--- src/rtl/pipe_addsub_param.sv ---
// pipe_addsub_param
//   Pipelined ripple-carry adder/subtractor. WIDTH-bit operands are split
//   into CHUNK-bit slices; stage k adds slice k and hands its carry to
//   stage k+1 through a register. Operand slices not yet consumed travel
//   down the pipe (skew), and finished result slices accumulate alongside
//   (de-skew), so the last stage register holds the complete result.
//   A single global enable stalls every stage at once.
//
// Ports
//   Clk        rising-edge clock
//   Rst        synchronous active-high reset (clears valids and outputs)
//   In_valid   operation on A/B/Cin/Sub is valid
//   In_ready   block accepts an operation this cycle (= global enable)
//   A, B       WIDTH-bit operands
//   Cin        carry-in for add, borrow-in for subtract
//   Sub        0: A+B+Cin, 1: A-B-Cin
//   Out_valid  Sum/Cout/Ovf hold a valid result
//   Out_ready  downstream accepts the result this cycle
//   Sum        WIDTH-bit result, modulo 2^WIDTH
//   Cout       carry out of MSB (subtract: 1 = no borrow)
//   Ovf        signed overflow (carry into MSB xor carry out of MSB)

module pipe_addsub_param #(
  parameter int unsigned WIDTH = 8,
  parameter int unsigned CHUNK = 4
) (
  input  logic             Clk,
  input  logic             Rst,
  input  logic             In_valid,
  output logic             In_ready,
  input  logic [WIDTH-1:0] A,
  input  logic [WIDTH-1:0] B,
  input  logic             Cin,
  input  logic             Sub,
  output logic             Out_valid,
  input  logic             Out_ready,
  output logic [WIDTH-1:0] Sum,
  output logic             Cout,
  output logic             Ovf
);

  localparam int unsigned NSTAGE = WIDTH / CHUNK;

  if ((CHUNK < 1) || (WIDTH < CHUNK) || ((WIDTH % CHUNK) != 0)) begin : g_bad_params
    $error("pipe_addsub_param: WIDTH must be a non-zero multiple of CHUNK");
  end

  logic en;

  always_comb begin
    en       = ~Out_valid | Out_ready;
    In_ready = en;
  end

  // Each stage sees only the operand slices it and later stages still need
  // (REM bits, current slice at the bottom) and the result bits finished so
  // far; this keeps every register bit live.
  for (genvar k = 0; k < NSTAGE; k++) begin : g_stage
    localparam int unsigned REM  = WIDTH - k * CHUNK;
    localparam int unsigned DONE = (k + 1) * CHUNK;

    logic [REM-1:0]  a_in;
    logic [REM-1:0]  bx_in;
    logic            c_in;
    logic            v_in;
    logic [CHUNK:0]  slice;
    logic [DONE-1:0] sum_nxt;

    logic [DONE-1:0] sum_q;
    logic            c_q;
    logic            v_q;

    if (k == 0) begin : g_head
      always_comb begin
        a_in  = A;
        bx_in = B ^ {WIDTH{Sub}};
        c_in  = Cin ^ Sub;
        v_in  = In_valid;
      end
      always_comb begin
        slice   = {1'b0, a_in[CHUNK-1:0]} + {1'b0, bx_in[CHUNK-1:0]} + {{CHUNK{1'b0}}, c_in};
        sum_nxt = slice[CHUNK-1:0];
      end
    end else begin : g_link
      always_comb begin
        a_in  = g_stage[k-1].g_fwd.a_q;
        bx_in = g_stage[k-1].g_fwd.bx_q;
        c_in  = g_stage[k-1].c_q;
        v_in  = g_stage[k-1].v_q;
      end
      always_comb begin
        slice   = {1'b0, a_in[CHUNK-1:0]} + {1'b0, bx_in[CHUNK-1:0]} + {{CHUNK{1'b0}}, c_in};
        sum_nxt = {slice[CHUNK-1:0], g_stage[k-1].sum_q};
      end
    end

    always_ff @(posedge Clk) begin
      if (Rst) begin
        v_q   <= 1'b0;
        c_q   <= 1'b0;
        sum_q <= '0;
      end else if (en) begin
        v_q   <= v_in;
        c_q   <= slice[CHUNK];
        sum_q <= sum_nxt;
      end
    end

    if (k < NSTAGE - 1) begin : g_fwd
      logic [REM-CHUNK-1:0] a_q;
      logic [REM-CHUNK-1:0] bx_q;

      always_ff @(posedge Clk) begin
        if (Rst) begin
          a_q  <= '0;
          bx_q <= '0;
        end else if (en) begin
          a_q  <= a_in[REM-1:CHUNK];
          bx_q <= bx_in[REM-1:CHUNK];
        end
      end
    end else begin : g_tail
      logic ovf_q;
      logic ovf_nxt;

      // Carry into the MSB is recovered as a ^ b ^ sum at that bit.
      always_comb begin
        ovf_nxt = a_in[REM-1] ^ bx_in[REM-1] ^ slice[CHUNK-1] ^ slice[CHUNK];
      end

      always_ff @(posedge Clk) begin
        if (Rst) begin
          ovf_q <= 1'b0;
        end else if (en) begin
          ovf_q <= ovf_nxt;
        end
      end

      always_comb begin
        Sum       = sum_q;
        Cout      = c_q;
        Ovf       = ovf_q;
        Out_valid = v_q;
      end
    end
  end

endmodule

--- config.mk ---
export PLATFORM = sky130hd
export DESIGN_NAME = pipe_addsub_param
export DESIGN_NICKNAME = d
export VERILOG_FILES = /design/src/rtl/pipe_addsub_param.sv
export SDC_FILE = /design/constraint.sdc
export NUM_CORES = 1
export LEC_CHECK = 0
export BUFFER_PORTS_ARGS = -buffer_cell sky130_fd_sc_hd__buf_2
export CORE_MARGIN = 8
export CORE_UTILIZATION = 54
export DETAILED_ROUTE_END_ITERATION = 8
export PLACE_DENSITY = 0.82
export SLEW_MARGIN = 15
export SYNTH_ARGS = -nofsm -noshare
export SYNTH_HDL_FRONTEND = slang
export SYNTH_SLANG_ARGS = --single-unit
--- constraint.sdc ---
create_clock -name Clk -period 3.5 [get_ports Clk]
set_input_delay 0.35 -clock Clk [delete_from_list [all_inputs] [get_ports Clk]]
set_output_delay 0.35 -clock Clk [all_outputs]
set_load 0.02 [all_outputs]
==> run_results.csv <==
group,metric,value,unit
sta,post-route-min-period,2.29,ns
routing,drc,0,
sta,fmax,436,MHz
setup_path,crit_cells,3,
routing,wl_met1,1.09,mm
setup_path,critPathMaxFanout,29,
setup_path,cp_slowest_cell,"inv_1",
placed_design,post_dp_cell_area,0.00137,mm2
power,pwr_density_cell,429,mW/mm2
routing,vias,972,
hold_path,hold_end,"g_stage[0].g_fwd.a_q[3]$_SDFFE_PP0P_",
setup_path,r2r_end,"Ovf$_SDFFE_PP0P_",
setup_path,cp-startpoint,"Out_valid$_SDFFE_PP0P_",
hold_path,holdPathStages,3,
floorplan,die_h,63.8,um
floorplan,initial_utilization,56.3,%
sta,worstMarginPinSlew,0.780,ns
setup_path,critPathKind,"reg2out",
floorplan,core,0.00219,mm2
logic_synthesis,ys_seq_area_share,40.6,%
cts,cts_tree,"built",
setup_path,crit_buf_inv,2,
cts,clk_pin_slew,0.12,ns
sta,fin_tns_setup,0,ns
cts,post_cts_buffers,0,
setup_path,crit_arrival,1.94,ns
sta,finClkSkew,0.00183,ns
logic_synthesis,syn-num-nets,170,
cts,clock_path_buffers,2,
sta,slew_violations,0,
setup_path,r2r-start,"g_stage[0].c_q$_SDFFE_PP0P_",
routing,vias_per_cell,5.01,
routing,drt_wl_total,2.36,mm
placed_design,io_buffers,33,
floorplan,die_area,0.00407,mm2
cts,cts-root-buf,"clkbuf_4",
routing,top_layer_used,"met4",
layout,fin_nets,199,
cts,clock_latency,0.31,ns
setup_path,path_cells,"nor2b_4, inv_1, buf_2",
routing,drt_iter0_markers,28,
hold_path,hold_class,"in2reg",
global_route,grt_pass1_vias,957,
logic_synthesis,synth.distinct_cells,24,
setup_path,path_delay_family,"buffers and inverters",
sta,rsz0062_at_grt,"false",
global_route,grt_pass1_wl,4.03,mm
routing,met2_length,1.15,mm
routing,drtAntennaViolNets,0,
layout,final_common_cell,"buf_2",
power,irDropWorstVdd,257,uV
placed_design,dp_cells,190,
sta,final_hold_viol_count,0,
sta,setup_viol,0,
floorplan,die_width,63.8,um
job,maxCapViolations,0,
setup_path,start_kind,"register",
layout,layout_common_cells,"buf_2 (33), dfxtp_1 (25), nand2_1 (25)",
cts,cts_resized,0,
global_route,grt_max_degree,30,
logic_synthesis,synth_seq_cells,25,
outcome,status,"complete, no violations",
logic_synthesis,syn-mean-instance-area,8.94,um2
layout,design_area,0.00140,mm2
power,p_leak,0.655,nW
routing,met3WireLength,111,um
setup_path,end_kind,"output port",
global_route,grt_antenna_before_repair,0,
layout,diodes,0,
global_route,overflow,0,
setup_path,reg2reg_depth,7,
floorplan,ios,34,
setup_path,r2r_slack,1.70,ns
layout,drive_above_1_share,22.9,%
setup_path,required,3.15,ns
cts,htreeDepth,1,
hold_path,hp-start,"A[7]",
logic_synthesis,syn_area,0.00123,mm2
layout,syn_to_final_growth,13.5,%
sta,slew_headroom,48.0,%
logic_synthesis,syn_inst,138,
layout,final_cells,194,
routing,drtPass1Iterations,4,
floorplan,fp-row-count,17,
placed_design,hpwl,1.78,mm
cts,clock_sinks,25,
cts,ctsHoldBuffers,0,
setup_path,slowest_delay,0.50,ns
logic_synthesis,yosysWarnings,0,
sta,period_share,65.5,%
cts,cts-buffers-inserted,3,
global_route,grtUsageTotal,11.7,%
placed_design,place.gp.congestion,0.780,
routing,routedWlPerCell,12.2,um
[how the worst max path moves through the flow]
stage	end	slack (ns)
2_1_floorplan	g_stage[0].c_q$_SDFFE_PP0P_	1.41
3_3_place_gp	g_stage[0].c_q$_SDFFE_PP0P_	1.31
3_5_place_dp	g_stage[0].c_q$_SDFFE_PP0P_	1.29
4_1_cts	In_ready	1.18
5_1_grt	In_ready	1.06
6_report	In_ready	1.21
[logic make-up (layout without fill, tap and decap cells)]
| group | Yosys count | count (layout) | synth area share (%) |
|---|---|---|---|
| compound gates | 28 | 28 | 14.1 |
| buf+inv | 13 | 41 | 6.08 |
| simple gates | 50 | 50 | 18.2 |
| fa+ha+maj | 10 | 10 | 12.6 |
| xor+xnor | 12 | 12 | 8.52 |
| flops | 25 | 25 | 40.6 |
[report_power, final]
part | switching [mW] | internal (mW) | total [mW]
Combinational | 0.0822 | 0.0651 | 0.147
Clock | 0.0781 | 0.0445 | 0.123
Sequential | 0.0155 | 0.315 | 0.331
[per-layer routing]
metal | vias up | GRT usage (%)
met1 | 438 | 14.2
met2 | 18 | 18.6
met3 | 2 | 3.31
li1 | 514 | -
met5 | - | 0
met4 | 0 | 5.85
[worst min-delay path: stages]
cell	delay, ns
buf_2	0.09
nand2_1	0.04
a21oi_1	0.05
[flip-flops by register name, summed over array words and instances (netlist names)]
register	flops
Ovf	1
g_stage.v_q	1
g_stage.g_fwd.bx_q	4
Sum	8
g_stage.g_fwd.a_q	4
g_stage.c_q	1
g_stage.sum_q	4
Cout	1
Out_valid	1
[through the flow]
step           util (%)  setup WS (ns)  total power, mW  hold slack (ns)
6_report           63.9           1.21            0.601            0.268
5_1_grt            63.9           1.06            0.640            0.266
4_1_cts            63.9           1.18            0.612            0.252
3_5_place_dp       62.7           1.29            0.486            0.443
3_3_place_gp       62.7           1.31            0.480            0.436
2_1_floorplan         -           1.41            0.444            0.432
[synthesized netlist by cell type]
library cell,number,share of area (%)
dfxtp_1,25,41
nand2_1,25,7.6
a21oi_1,15,6.1
nor2_1,14,4.3
a211oi_1,8,4.9
xor2_1,8,5.7
ha_1,6,6.1
fa_1,4,6.5
inv_1,4,1.2
xnor2_1,4,2.8
a21o_1,3,1.8
buf_2,3,1.2
buf_4,2,1.2
buf_6,2,1.8
clkbuf_1,2,0.61
nand2b_1,2,1.0
nand3_1,2,0.81
nand3b_1,2,1.2
nor3_1,2,0.81
a21oi_2,1,0.71
nand4b_1,1,0.71
nor2b_4,1,1.1
o31ai_1,1,0.61
or4_1,1,0.61
[layout make-up]
cell class	count	area [um2]
clock buffers	4	26.3
fillers	186	791
multi-input cells	100	658
well taps	28	35.0
repair buffers	33	165
flip-flops and latches	25	500
inverters	4	15.0
Power figures use the tool's default switching activity.
